## config.mk

```make
export PLATFORM = sky130hd
export DESIGN_NAME = signed_calc_unit
export DESIGN_NICKNAME = d
export VERILOG_FILES = /design/src/rtl/signed_calc_pkg.sv /design/src/rtl/signed_calc_iter.sv /design/src/rtl/signed_calc_unit.sv
export SDC_FILE = /design/constraint.sdc
export NUM_CORES = 1
export LEC_CHECK = 0
export CORE_MARGIN = 5
export CORE_UTILIZATION = 55
export CTS_CLUSTER_SIZE = 16
export DETAILED_ROUTE_END_ITERATION = 16
export PLACE_DENSITY = 0.8
export RECOVER_POWER = 25
export SYNTH_ARGS = -nofsm -noshare
export SYNTH_HDL_FRONTEND = slang
export SYNTH_SLANG_ARGS = --single-unit
```

## constraint.sdc

```tcl
create_clock -name clk -period 3.69 [get_ports clk]
set_input_delay 1.107 -clock clk [delete_from_list [all_inputs] [get_ports clk]]
set_output_delay 1.107 -clock clk [all_outputs]
set_load 0.03 [all_outputs]
```

## src/rtl/signed_calc_pkg.sv

```systemverilog
// Shared opcodes and FSM state encoding for the signed calculator unit.
package signed_calc_pkg;

  localparam logic [1:0] OP_ADD = 2'b00;
  localparam logic [1:0] OP_SUB = 2'b01;
  localparam logic [1:0] OP_MUL = 2'b10;
  localparam logic [1:0] OP_REM = 2'b11;

  typedef enum logic [1:0] {
    IDLE = 2'd0,
    BUSY = 2'd1,
    DONE = 2'd2
  } state_t;

endpackage

```

## src/rtl/signed_calc_iter.sv

```systemverilog
// Iterative datapath: signed shift-add multiply and, with SIGNED_CALC_UNIT_DIV_EN,
// a restoring divide on magnitudes. One step per cycle, sequenced by the top FSM.
module signed_calc_iter #(
  parameter int W = 3
) (
  input  logic           clk,
  input  logic           rst_n,
  input  logic           load,
  input  logic           step,
`ifdef SIGNED_CALC_UNIT_DIV_EN
  input  logic           is_rem,
`endif
  input  logic [W-1:0]   a,
  input  logic [W-1:0]   b,
  output logic [2*W-1:0] res,
  output logic           last
);
  localparam int RW = 2 * W;
  localparam int CW = $clog2(W);

  logic [CW-1:0] cnt;
  logic [RW-1:0] acc, mcand, mul_nxt;
  logic [W-1:0]  mplr;

  assign last = (cnt == CW'(W - 1));

  // Multiplier MSB has weight -2^(W-1), so the last partial product is subtracted.
  always_comb begin
    mul_nxt = acc;
    if (mplr[0]) mul_nxt = last ? acc - mcand : acc + mcand;
  end

  always_ff @(posedge clk or negedge rst_n) begin
    if (!rst_n) begin
      cnt   <= '0;
      acc   <= '0;
      mcand <= '0;
      mplr  <= '0;
    end else if (load) begin
      cnt   <= '0;
      acc   <= '0;
      mcand <= {{W{a[W-1]}}, a};
      mplr  <= b;
    end else if (step) begin
      cnt   <= cnt + 1'b1;
      acc   <= mul_nxt;
      mcand <= {mcand[RW-2:0], 1'b0};
      mplr  <= {1'b0, mplr[W-1:1]};
    end
  end

`ifdef SIGNED_CALC_UNIT_DIV_EN
  logic          rem_mode, neg;
  logic [W-1:0]  q, dvs, sh, mag;
  logic [W-2:0]  rem;   // partial remainder stays below |B| <= 2^(W-1)
  logic [W:0]    diff;
  logic [RW-1:0] rem_res;

  always_comb begin
    sh      = {rem, q[W-1]};
    diff    = {1'b0, sh} - {1'b0, dvs};
    mag     = diff[W] ? sh : diff[W-1:0];
    rem_res = neg ? -{{W{1'b0}}, mag} : {{W{1'b0}}, mag};
  end

  always_ff @(posedge clk or negedge rst_n) begin
    if (!rst_n) begin
      rem_mode <= 1'b0;
      neg      <= 1'b0;
      q        <= '0;
      dvs      <= '0;
      rem      <= '0;
    end else if (load) begin
      rem_mode <= is_rem;
      neg      <= a[W-1];
      q        <= a[W-1] ? -a : a;
      dvs      <= b[W-1] ? -b : b;
      rem      <= '0;
    end else if (step) begin
      q   <= {q[W-2:0], ~diff[W]};
      rem <= mag[W-2:0];
    end
  end

  assign res = rem_mode ? rem_res : mul_nxt;
`else
  assign res = mul_nxt;
`endif

endmodule

```

## src/rtl/signed_calc_unit.sv

```systemverilog
// Signed ADD/SUB/MUL/REM unit with valid/ready handshake and result flags.
// Define SIGNED_CALC_UNIT_DIV_EN to build the REM divider; otherwise REM reports EF.
module signed_calc_unit
  import signed_calc_pkg::*;
#(
  parameter int W  = 3,
  parameter int RW = 2 * W
) (
  input  logic                 clk,
  input  logic                 rst_n,
  input  logic                 in_valid,
  output logic                 in_ready,
  input  logic signed [W-1:0]  A,
  input  logic signed [W-1:0]  B,
  input  logic [1:0]           S,
  output logic                 out_valid,
  input  logic                 out_ready,
  output logic signed [RW-1:0] R,
  output logic                 SF,
  output logic                 ZF,
  output logic                 DZF,
  output logic                 EF,
  output logic                 OF
);
  state_t        state;
  logic          accept, ld, last, upd, dz_new, ef_new, of_new;
  logic [RW-1:0] sa, sb, r_new, iter_res;
  logic [RW-W:0] hi;

  assign in_ready  = (state == IDLE);
  assign out_valid = (state == DONE);
  assign accept    = in_ready && in_valid;
  assign sa        = {{(RW-W){A[W-1]}}, A};
  assign sb        = {{(RW-W){B[W-1]}}, B};

  always_comb begin
    r_new  = '0;
    dz_new = 1'b0;
    ef_new = 1'b0;
    upd    = 1'b0;
    ld     = 1'b0;
    if (accept) begin
      case (S)
        OP_ADD: begin r_new = sa + sb; upd = 1'b1; end
        OP_SUB: begin r_new = sa - sb; upd = 1'b1; end
        OP_MUL: ld = 1'b1;
        default: begin
`ifdef SIGNED_CALC_UNIT_DIV_EN
          if (B == '0) begin
            dz_new = 1'b1;
            ef_new = 1'b1;
            upd    = 1'b1;
          end else begin
            ld = 1'b1;
          end
`else
          ef_new = 1'b1;
          upd    = 1'b1;
`endif
        end
      endcase
    end else if (state == BUSY && last) begin
      r_new = iter_res;
      upd   = 1'b1;
    end
  end

  // Fits in W signed bits only if everything from bit W-1 up is a pure sign extension.
  assign hi     = r_new[RW-1:W-1];
  assign of_new = !((&hi) || !(|hi));

  always_ff @(posedge clk or negedge rst_n) begin
    if (!rst_n) begin
      state <= IDLE;
      R     <= '0;
      SF    <= 1'b0;
      ZF    <= 1'b0;
      DZF   <= 1'b0;
      EF    <= 1'b0;
      OF    <= 1'b0;
    end else begin
      case (state)
        IDLE:    if (in_valid) state <= ld ? BUSY : DONE;
        BUSY:    if (last) state <= DONE;
        DONE:    if (out_ready) state <= IDLE;
        default: state <= IDLE;
      endcase
      if (upd) begin
        R   <= r_new;
        SF  <= r_new[RW-1];
        ZF  <= (r_new == '0);
        DZF <= dz_new;
        EF  <= ef_new;
        OF  <= of_new;
      end
    end
  end

  signed_calc_iter #(.W(W)) u_iter (
    .clk    (clk),
    .rst_n  (rst_n),
    .load   (ld),
    .step   (state == BUSY),
`ifdef SIGNED_CALC_UNIT_DIV_EN
    .is_rem (S == OP_REM),
`endif
    .a      (A),
    .b      (B),
    .res    (iter_res),
    .last   (last)
  );

endmodule
```

==> qor.yml <==
cells_and_area:
  multiInputGateArea_mm2: 0.00104
  n_antenna_cell: 0
  seq_area_um2: 701
  layout.nets: 262
  fin_cells: 282
  syn_to_final_growth_pct: 18.8
  final.fill_count: 282
  drive_above_1_share_pct: 9.32
route:
  routed_wirelength_um: 3960
  wl_per_cell_um: 14.1
  remaining_drc_errors: 0
  top_layer: "met4"
  wl_met1_um: 1900
  wl_met2_um: 1900
  vias_per_cell: 5.48
  route.met3.wl_um: 91
  drt_first_pass_iters: 4
  vias: 1544
  ant_nets: 0
  first_iter_violations: 57
grt:
  grt_usage_pct: 19.7
  grt_pass1_vias: 1472
  grt_antenna_before_repair: 0
  grt_remaining_overflow: 0
  grt_pass1_wl_um: 6810
  grt_max_degree: 29
timing:
  max_freq_mhz: 294
  worst_pin_slew_ns: 1.50
  rsz0062_at_grt: "no"
  relSlewSlack_pct: 0.279
  setup_viol: 0
  fin_hold_ws_ns: 0.495
  hold_violations: 0
  fin_crit_ns: 3.40
  setup_tns_ns: 0
  report.final.slew_viol_count: 0
  fin_skew_ns: 0.00156
  timing.final.crit_share_pct: 92.2
critical_path:
  critPathKind: "in2reg"
  cp.arrival_ns: 3.63
  critPathMaxFanout: 3
  cp-end-kind: "flip-flop"
  cp_slowest_stage_delay_ns: 0.47
  cp_common_cell: "mux2i_1"
  worstSetupStartpointType: "input port"
  cp.required_ns: 3.91
  slowest_stage: "clkdlybuf4s50_1"
  ff2ff_setup_slack_ns: 0.50
  path_cells: "clkdlybuf4s50_1 -> inv_1 -> ha_1 -> mux2i_1 -> ha_1 -> nor2b_1 -> o21ai_0 -> a21o_1 -> mux2i_1 -> or2_1 -> a2111oi_0 -> mux2i_1"
floorplanning:
  fp.dieW_um: 67.9
  die_area_mm2: 0.00461
  core_area_mm2: 0.00328
  die_h_um: 67.9
  io_pins: 25
  placementRows: 21
  start_util_pct: 56.2
pwr:
  p_per_area_mw_per_mm2: 882
  peakVddDrop_v: 0.000559
  p_switching_mw: 0.893
  switching_share_pct: 46.1
  p_leak_nw: 0.999
  power_frac_clock_pct: 7.9
  seq_power_share_pct: 28.7
  power_frac_comb_pct: 63.4
  internal_power_mw: 1.04
clocking:
  htreeDepth: 1
  holdBufCountCts: 0
  post_cts.repair.setup_buffers: 0
  numCtsBuffers: 3
  path_clk_slew_ns: 0.15
  clock_latency_ns: 0.33
  cts_max_path_buffers: 2
  root_buffer: "clkbuf_4"
  cts_tree: "built"
  cts_sinks: 28
  cts_resized: 0
status:
  status: "finished with violations"
  violations: "max-capacitance violations"
hold_path:
  hold_path_class: "reg2reg"
place:
  port_buffers: 23
  gp_congestion: 0.817
  place_hpwl_um: 3120
  placed_cells: 278
flow_run:
  maxCapViolations: 1
logic_synthesis:
  synth_common_cells: "dfrtp_1 (28), nand2_1 (27), nor2_1 (18)"
  synth_most_common_cell: "dfrtp_1"
  syn_inst: 208
  yosysWarnings: 0
  ys.flop_type: "dfrtp_1"
  syn_nets: 233
  synth_area_mm2: 0.00185
  synth.area.top_cells: "dfrtp_1 (38%), ha_1 (7.5%), nand2_1 (5.5%), mux2i_1 (3.8%), nor2_1 (3.7%)"
  async_flop_share_pct: 100
  synth_edf_count: 0
  synth_cell_type_count: 44
  seq_area_frac_synth_pct: 38.0
  yosysTopAreaCellShare_pct: 38.0
  ys_ff_latch: 28
  synth_area_leader_cell: "dfrtp_1"
  syn_area_per_cell_um2: 8.87
worst max-delay path, delay by kind of cell:
family	cells	cell delay (ns)
AND/OR/NAND/NOR	2	0.38
multiplexers	3	0.43
AO/OA/AOI/OAI	3	0.64
buffers and inverters	2	0.52
adder cells (fa/ha/maj)	2	0.54
cell families after synthesis:
logic type / count (synthesis) / share of synthesized area (%)
compound gates: 48 / 17.6
xor+xnor: 9 / 4.68
fa+ha+maj: 13 / 9.63
buf+inv: 25 / 5.63
flops: 28 / 38.0
mux: 9 / 5.02
other cells: 1 / 0.203
simple gates: 75 / 19.3
power by group through the flow:
stage          registers, mW  clock network (mW)  logic, mW
3_5_place_dp           0.560                   0       1.23
5_1_grt                0.578               0.171       1.36
4_1_cts                0.554               0.156       1.24
6_report               0.556               0.152       1.23
2_1_floorplan          0.619                   0      0.852
3_3_place_gp           0.557                   0       1.20
metrics by stage:
step	power [mW]	cell area, um^2	util [%]	worst slack (ns)
after global routing	2.11	2190	66.8	0.141
after floorplan	1.47	1850	-	0.511
after global placement	1.76	2160	65.8	0.00749
after detailed placement	1.79	2160	65.8	-0.0830
final	1.93	2190	66.8	0.288
after CTS	1.95	2200	66.9	0.284
final timing paths:
kind,from,to,cells past startpoint
min reg2reg,R[4],R[4],1
max reg2reg,u_iter.cnt[0],OF,11
min in group asynchronous,rst_n,u_iter.cnt[1],2
max,B[0],OF,12
min,R[4],R[4],1
max in group asynchronous,rst_n,u_iter.acc[3],2
area by class of cell:
type / count / area share [%]
sequential: 28 / 31.9
multi-input combinational: 155 / 47.5
clock buffer: 4 / 1.65
tap: 46 / 2.62
inverter: 17 / 2.91
timing repair buffer: 32 / 13.4
registers in the layout, indices dropped and copies added (netlist names):
signal	flops
R	6
u_iter.acc	6
u_iter.mcand	6
u_iter.mplr	3
state	2
u_iter.cnt	2
EF	1
OF	1
ZF	1
layout by cell type (no fill, tap or decap), types with 3 or more instances in the layout:
cell / instances
xnor2_1: 7
dfrtp_1: 28
nand2b_1: 4
nor2_1: 18
nor3_1: 3
ha_1: 11
a22oi_1: 3
mux2i_1: 7
a21o_1: 3
nand3_1: 8
o21ai_0: 13
buf_4: 8
a21oi_1: 10
nor2b_1: 4
inv_1: 16
clkdlybuf4s50_1: 22
nand2_1: 27
clkbuf_4: 3
a221o_1: 3
a31oi_1: 4
metal layers:
layer	GRT usage, %	vias to the layer above
met2	31.9	19
met5	0	-
li1	-	781
met4	7.69	0
met3	2.46	5
met1	26.8	739
(Power assumes the default switching activity.)
